[config.mk]
export PLATFORM = sky130hd
export DESIGN_NAME = return_stack
export DESIGN_NICKNAME = d
export VERILOG_FILES = /design/src/rtl/return_stack.sv
export SDC_FILE = /design/constraint.sdc
export NUM_CORES = 1
export LEC_CHECK = 0
export ABC_AREA = 1
export ABC_CLOCK_PERIOD_IN_PS = 5000
export BUFFER_PORTS_ARGS = -buffer_cell sky130_fd_sc_hd__clkbuf_2
export CAP_MARGIN = 10
export CELL_PAD_IN_SITES_DETAIL_PLACEMENT = 0
export CELL_PAD_IN_SITES_GLOBAL_PLACEMENT = 1
export CORE_MARGIN = 2
export CORE_UTILIZATION = 35
export CTS_BUF_LIST = sky130_fd_sc_hd__clkbuf_4
export CTS_CLUSTER_SIZE = 25
export DETAILED_ROUTE_END_ITERATION = 10
export GPL_ROUTABILITY_DRIVEN = 0
export GPL_TIMING_DRIVEN = 0
export HOLD_SLACK_MARGIN = 0.12
export PLACE_DENSITY_LB_ADDON = 0.3
export SYNTH_ARGS = -nofsm -noshare
export SYNTH_HDL_FRONTEND = slang
export SYNTH_SLANG_ARGS = --single-unit
[constraint.sdc]
create_clock -name clk -period 5 [get_ports clk]
set_input_delay 0 -clock clk [delete_from_list [all_inputs] [get_ports clk]]
set_output_delay 0 -clock clk [all_outputs]
set_load 0.02 [all_outputs]
[src/rtl/return_stack.sv]
// Return-address stack for the microsequencer: captures call/interrupt return points
// and presents the top entry to the next-address selector.
module return_stack #(
    parameter int BUS_WIDTH = 8,
    parameter int DEPTH     = 8
) (
    input  logic                         clk,
    input  logic                         rst,
    input  logic                         ready,
    input  logic                         hlt,
    input  logic [BUS_WIDTH-1:0]         address,
    input  logic                         sub_push,
    input  logic                         sub_pop,
    input  logic                         jadr,
    input  logic                         fired,
    input  logic                         switch_active,
    output logic [BUS_WIDTH-1:0]         returnadr,
    output logic [$clog2(DEPTH+1)-1:0]   depth,
    output logic                         empty,
    output logic                         full,
    output logic                         overflow,
    output logic                         underflow
);

    localparam int DW = $clog2(DEPTH+1);
    localparam int PW = (DEPTH > 1) ? $clog2(DEPTH) : 1;

    logic [BUS_WIDTH-1:0] mem [DEPTH];
    logic [DW-1:0]        cnt, cnt_next;
    logic                 ovf_q, udf_q, ovf_next, udf_next;
    logic                 active, push_eff, pop_eff, mem_we;
    logic                 is_empty, is_full;
    logic [BUS_WIDTH-1:0] push_val;
    logic [PW-1:0]        top_idx, wr_idx;

    assign is_empty = (cnt == '0);
    assign is_full  = (cnt == DW'(DEPTH));
    assign top_idx  = PW'(cnt - DW'(1));

    // Decode mirrors the next-address selector priority so only used ops move the stack.
    always_comb begin
        active   = !rst && ready && !hlt && !switch_active;
        push_val = fired ? address : address + BUS_WIDTH'(1);
        push_eff = active && (fired || sub_push);
        pop_eff  = active && !fired && sub_pop && !jadr;
        cnt_next = cnt;
        ovf_next = ovf_q;
        udf_next = udf_q;
        mem_we   = 1'b0;
        wr_idx   = PW'(cnt);
        case ({push_eff, pop_eff})
            2'b11: begin
                mem_we = 1'b1;
                if (is_empty) begin
                    wr_idx   = '0;
                    cnt_next = DW'(1);
                    udf_next = 1'b1;
                end else begin
                    wr_idx = top_idx;
                end
            end
            2'b10: begin
                if (is_full) begin
                    ovf_next = 1'b1;
                end else begin
                    mem_we   = 1'b1;
                    wr_idx   = PW'(cnt);
                    cnt_next = cnt + DW'(1);
                end
            end
            2'b01: begin
                if (is_empty) udf_next = 1'b1;
                else          cnt_next = cnt - DW'(1);
            end
            default: ;
        endcase
    end

    always_ff @(posedge clk) begin
        if (rst || !ready) begin
            cnt   <= '0;
            ovf_q <= 1'b0;
            udf_q <= 1'b0;
        end else begin
            cnt   <= cnt_next;
            ovf_q <= ovf_next;
            udf_q <= udf_next;
        end
    end

    // Entries above the count are never read, so the array needs no reset.
    always_ff @(posedge clk) begin
        if (mem_we) mem[wr_idx] <= push_val;
    end

    assign returnadr = is_empty ? '0 : mem[top_idx];
    assign depth     = cnt;
    assign empty     = is_empty;
    assign full      = is_full;
    assign overflow  = ovf_q;
    assign underflow = udf_q;

endmodule
Word level (Yosys, flattened, before mapping)
Memories as Yosys holds them, arrays and structs flattened.
Cells that the tools add are included.
Operators by class
  add/subtract/negate cells: 3
  equality and inequality tests: 7
  muxes and demuxes: 12
  reductions and logical operators: 21
Operators by type and width (number)
  $mux 8: 2
  $mux 4: 3
  $pmux 4 s3: 1
  $add 8x1->8 const B: 1
  $logic_and 1x1->1: 7
  $logic_not 1->1: 6
  $mux 3: 2
  $ne 2x2->1 const B: 3
  $add 4x1->4 const B: 1
  $eq 2x2->1 const B: 2
  $eq 4x4->1 const B: 1
  $logic_not 4->1: 1
  $reduce_and 2->1: 2
  $reduce_and 4->1: 1
  $sub 4x1->4 const B: 1
  $mux 1: 3
  $reduce_bool 3->1: 1
  $eq 2x1->1 const B: 1
  $logic_or 1x1->1: 2
  $pmux 1 s2: 1
  $reduce_or 2->1: 1
Word-level totals
  bits in registers: 6
  bits in writable memories: 64
  bits of input ports: 17
  output and inout port bits: 16
  word-level logic and storage cells: 47
  memories: 1
Memories
  mem: words 8, width 8, read ports 1, clocked after memory_dff 0, write ports 1, line 28  | logic [BUS_WIDTH-1:0] mem [DEPTH];

Depth between registers and ports, before layout
  depth after elaboration: 11
  depth in mapped cells: 14
  depth with buffers taken out: 14

Worst setup path after synthesis
No wires, ideal clock.
  path type: register -> register
  start point: reg cnt[0], in the netlist depth[0]
  end point: mem mem[1][0], enable pin
  data arrival time: 2.126 ns
  data required time: 4.630 ns
  setup slack: 2.503 ns
  cell stages (with the launch flop): 11
  path buffers: 3
  path through: dfxtp_1 > buf_4 > inv_2 > buf_6 > buf_6 > ha_1 > inv_1 > nor3_1 > o21ai_0 > o211ai_2 > nor2_1
On the way
  word-level cells in the longest chain between the ends: 5
  elaborated cells on any way between the ends: 9
  classes of those cells: add/sub (1); eq/ne (1); mux (6); reduce/logical (1)
Ends and longest elaborated chain
  from (decl): line 29  | logic [DW-1:0] cnt, cnt_next;
  from (signal assigned): line 85  | cnt <= cnt_next;
  $eq 4x4->1: line 37  | assign is_full = (cnt == DW'(DEPTH));
  via full: line 20  | output logic full,
  $mux 1: line 63  | if (is_full) begin
  $pmux 1 s2: line 51  | case ({push_eff, pop_eff})
  $mux 1: line 93  | if (mem_we) mem[wr_idx] <= push_val;
  $mux 1 (not written as such): line 93
  to (decl): line 28
The timed path passes the listed nets, and every way through them passes these cells.

Worst setup path in the final report
  start point: reg cnt[0], in the netlist depth[0]
  end point: mem mem[3][7], enable pin
On the way
  word-level cells in the longest chain between the ends: 5
  elaborated cells on any way between the ends: 9
  classes of those cells: add/sub (1); eq/ne (1); mux (6); reduce/logical (1)
Ends and longest elaborated chain (line)
  $eq 4x4->1: 37
  $mux 1: 63
  $pmux 1 s2: 51
  $mux 1: 93
  $mux 1 (not written as such): 93
Parallel ways exist; a longest one is shown, timed or not.

==> impl_results.md <==
- Largest net degree at the start of global routing: 14
- Peak Freq: approximately 350 MHz
- Vias in the first global route: roughly 2300
- Fin. Hold Viols: 0
- Via Count: around 2400
- Sequential area share after synthesis: between 60% and 70%
- Post-DP HPWL: 5290 microns
- GRT overflow: 0
- Setup TNS: 0 ns
- Ranking of synthesized cells by area: edfxtp_1 (58%), nor2_1 (8.3%), o21ai_0 (5.0%)
- CP Class: register to register
- Pwr/cell area: roughly 260 nW/um^2
- # port buffers: 32
- Initial antenna violation count: 0
- Worst Hold Depth: 2
- Worst hold endpoint: mem[1][0]$_DFFE_PP_
- Unique masters post-synth: 32
- Yosys warns: 0
- Worst vdd ir: 99.9 uV
- CP endpoint kind: register
- Die Area: just over 10000 sq um
- Core footprint: 9240 sq um
- Final net count: 400
- IO Count: 33
- Crit Path Max Fanout: 11
- Final WL: 7760 microns
- Syn_area_per_cell: just over 10 sq um
- Rel. slew slack: about 40%
- Synth Register Bits: 70
- Status: finished clean
- Later-pin clock latency in the skew report: ~0.42 ns
- Setup Skew: approximately 0.0077 ns
- Final ANT Viol Nets: 0
- Max Slew Vio Count: 0
- RSZ-0062 raised after global routing: no
- Max-cap violations: 0
- Required time worst endpoint: between 5 and 6 ns
- Clk sinks: 70
- WL/cell: 15.2 microns
- Hold_sp: address[0]
- Root buffer cell: clkbuf_4
- R2R Path Start: depth[0]$_SDFFE_PP0P_
- Via density per instance: between 4 and 5
- Worst Hold Class: input pin to register
- First-pass GRT wire length: ~12000 microns
- Total CTS buffers: 9
- CP Data Arrival Time: just under 3 ns
- Setup violations, final: 0
- H-tree depth: 3
- Filler cells: between 900 and 1000
- Post-CTS sizing: 0
- R2R depth: 10
- Mapped Area: between 3000 and 4000 sq um
- Internal reg-to-reg setup slack: 2.15 ns
- Yosys top cell area share: between 50 and 60%
- Largest area contributor in the netlist: edfxtp_1
- Area Overhead vs Synth: 15.9%
- Starting density of the core: between 30% and 40%
- Clock buffer depth: 2
- Post-Syn Instances: about 320
- Gr usage total: between 15 and 20%
- Period minus WS final: approximately 2.8 ns
- CTS tree: yes
- Static Leak: 1.48 nW
- Ant. Diodes: 0
- Pre-antenna DRT Iters: 4
- Worst Tran Pin Value: ~0.9 ns
- Area post-placement: approximately 3600 sq um
- Fraction of layout cells with a size suffix above 1: about a fifth
- Die width: approximately 100 microns
- Design Area, Final: just under 4000 sq um
- Residual DRC count: 0
- Tcrit/Tclk final: a little under three fifths
- Clk slew on worst S/H paths: roughly 0.12 ns
- DR iter-0 viols: around 110
- Row Count: 35
- Syn nets: around 350
- Die Y: approximately 100 microns
- FF-to-FF End: mem[3][7]$_DFFE_PP_
- Startpoint types: register
[layout by cell type (no fill, tap or decap), drive strengths merged]
| master | netlist | routed |
|---|---|---|
| edfxtp | 64 | 64 |
| inv | 27 | 28 |
| buf | 12 | 12 |
| dfxtp | 6 | 6 |
| nand2 | 39 | 39 |
| a21oi | 7 | 7 |
| or2 | 2 | 2 |
| dlygate4sd3 | 0 | 9 |
| o21a | 1 | 1 |
| o22ai | 9 | 9 |
| clkinv | 1 | 5 |
| clkbuf | 2 | 43 |
| xor2 | 3 | 3 |
| xnor2 | 3 | 3 |
| nor2 | 75 | 75 |
| nand4 | 5 | 5 |
| nor3 | 1 | 1 |
| nand3 | 10 | 10 |
| clkinvlp | 0 | 2 |
| o21ai | 39 | 39 |
| ha | 8 | 8 |
| o211ai | 9 | 9 |
[cell usage after synthesis (all sizes together)]
library cell,instances
xnor2,3
nand3,10
xor2,3
o21ai,39
dfxtp,6
buf,12
a21oi,7
edfxtp,64
clkbuf,2
clkinv,1
nand2,39
o211ai,9
nor3,1
or2,2
o21a,1
ha,8
nor2,75
o22ai,9
nand4,5
inv,27
[per-stage QoR]
stage | power, mW | utilization [%] | instances | hold slack (ns) | setup WS (ns)
2_1_floorplan | 0.683 | - | 323 | 0.188 | 2.50
3_3_place_gp | 0.704 | 39.5 | 484 | 0.303 | 2.16
3_5_place_dp | 0.705 | 39.5 | 484 | 0.304 | 2.12
4_1_cts | 1.02 | 41.7 | 509 | 0.136 | 2.11
5_1_grt | 1.05 | 41.7 | 509 | 0.184 | 1.89
6_report | 1.01 | 41.7 | 509 | 0.162 | 2.15
[how the worst max path moves through the flow]
stage | endpoint | startpoint | cells past startpoint
floorplan | mem[1][0]$_DFFE_PP_ | depth[0]$_SDFFE_PP0P_ | 10
global placement | mem[7][2]$_DFFE_PP_ | depth[0]$_SDFFE_PP0P_ | 10
detailed placement | mem[7][7]$_DFFE_PP_ | depth[0]$_SDFFE_PP0P_ | 10
CTS | mem[7][4]$_DFFE_PP_ | depth[0]$_SDFFE_PP0P_ | 10
global route | mem[3][7]$_DFFE_PP_ | depth[0]$_SDFFE_PP0P_ | 10
finish | mem[3][7]$_DFFE_PP_ | depth[0]$_SDFFE_PP0P_ | 10
[state kept, by name, summed over array words and instances, names as in the netlist]
name / count
underflow: 1
overflow: 1
mem: 64
depth: 4
[power breakdown]
part	switching, mW	internal (mW)
Clock	0.212	0.102
Sequential	0.000359	0.642
Combinational	0.0342	0.0190
[critical path: stages, from the launching register on]
cell and delay [ns]:
dfxtp_1 0.38, buf_4 0.19, inv_2 0.05, buf_6 0.14, buf_6 0.15, ha_1 0.24, inv_1 0.08, nor3_1 0.07
o21ai_0 0.28, o211ai_2 0.18, nor2_1 0.72
[metal layers]
metal  routed length (microns)  global-route usage (%)  share of wire, %  up-vias
met5                         0                       0                 0        -
met4                        72                    6.44              0.93        0
met3                       391                    3.38               5.0        9
met2                      3790                    26.8                49       56
met1                      3510                    20.8                45     1123
li1                          -                       -                 -     1222
[cell families after synthesis]
kind of cell	after synthesis	synth area share, %
flip-flops	70	61.4
AO/OA/AOI/OAI	65	11.3
buffers and inverters	42	6.24
XOR/XNOR	6	1.58
AND/OR/NAND/NOR	132	16.5
adder cells (fa/ha/maj)	8	3.01
[area by class of cell]
cell class	count	area [sq um]	share of cell area, %
inverter	28	105	2.72
clock inverter	7	50.0	1.30
sequential	70	2040	52.9
timing repair buffer	41	250	6.49
multi-input combinational	211	1080	28.0
clock buffer	9	67.6	1.75
tap	129	161	4.18
buffer	14	103	2.66
[repair_timing]
action | in CTS | in global routing
hold endpoints to repair | 41 | 0
buffers inserted | 0 | 0
hold buffers | 9 | 0
Power figures use the tool's default switching activity.
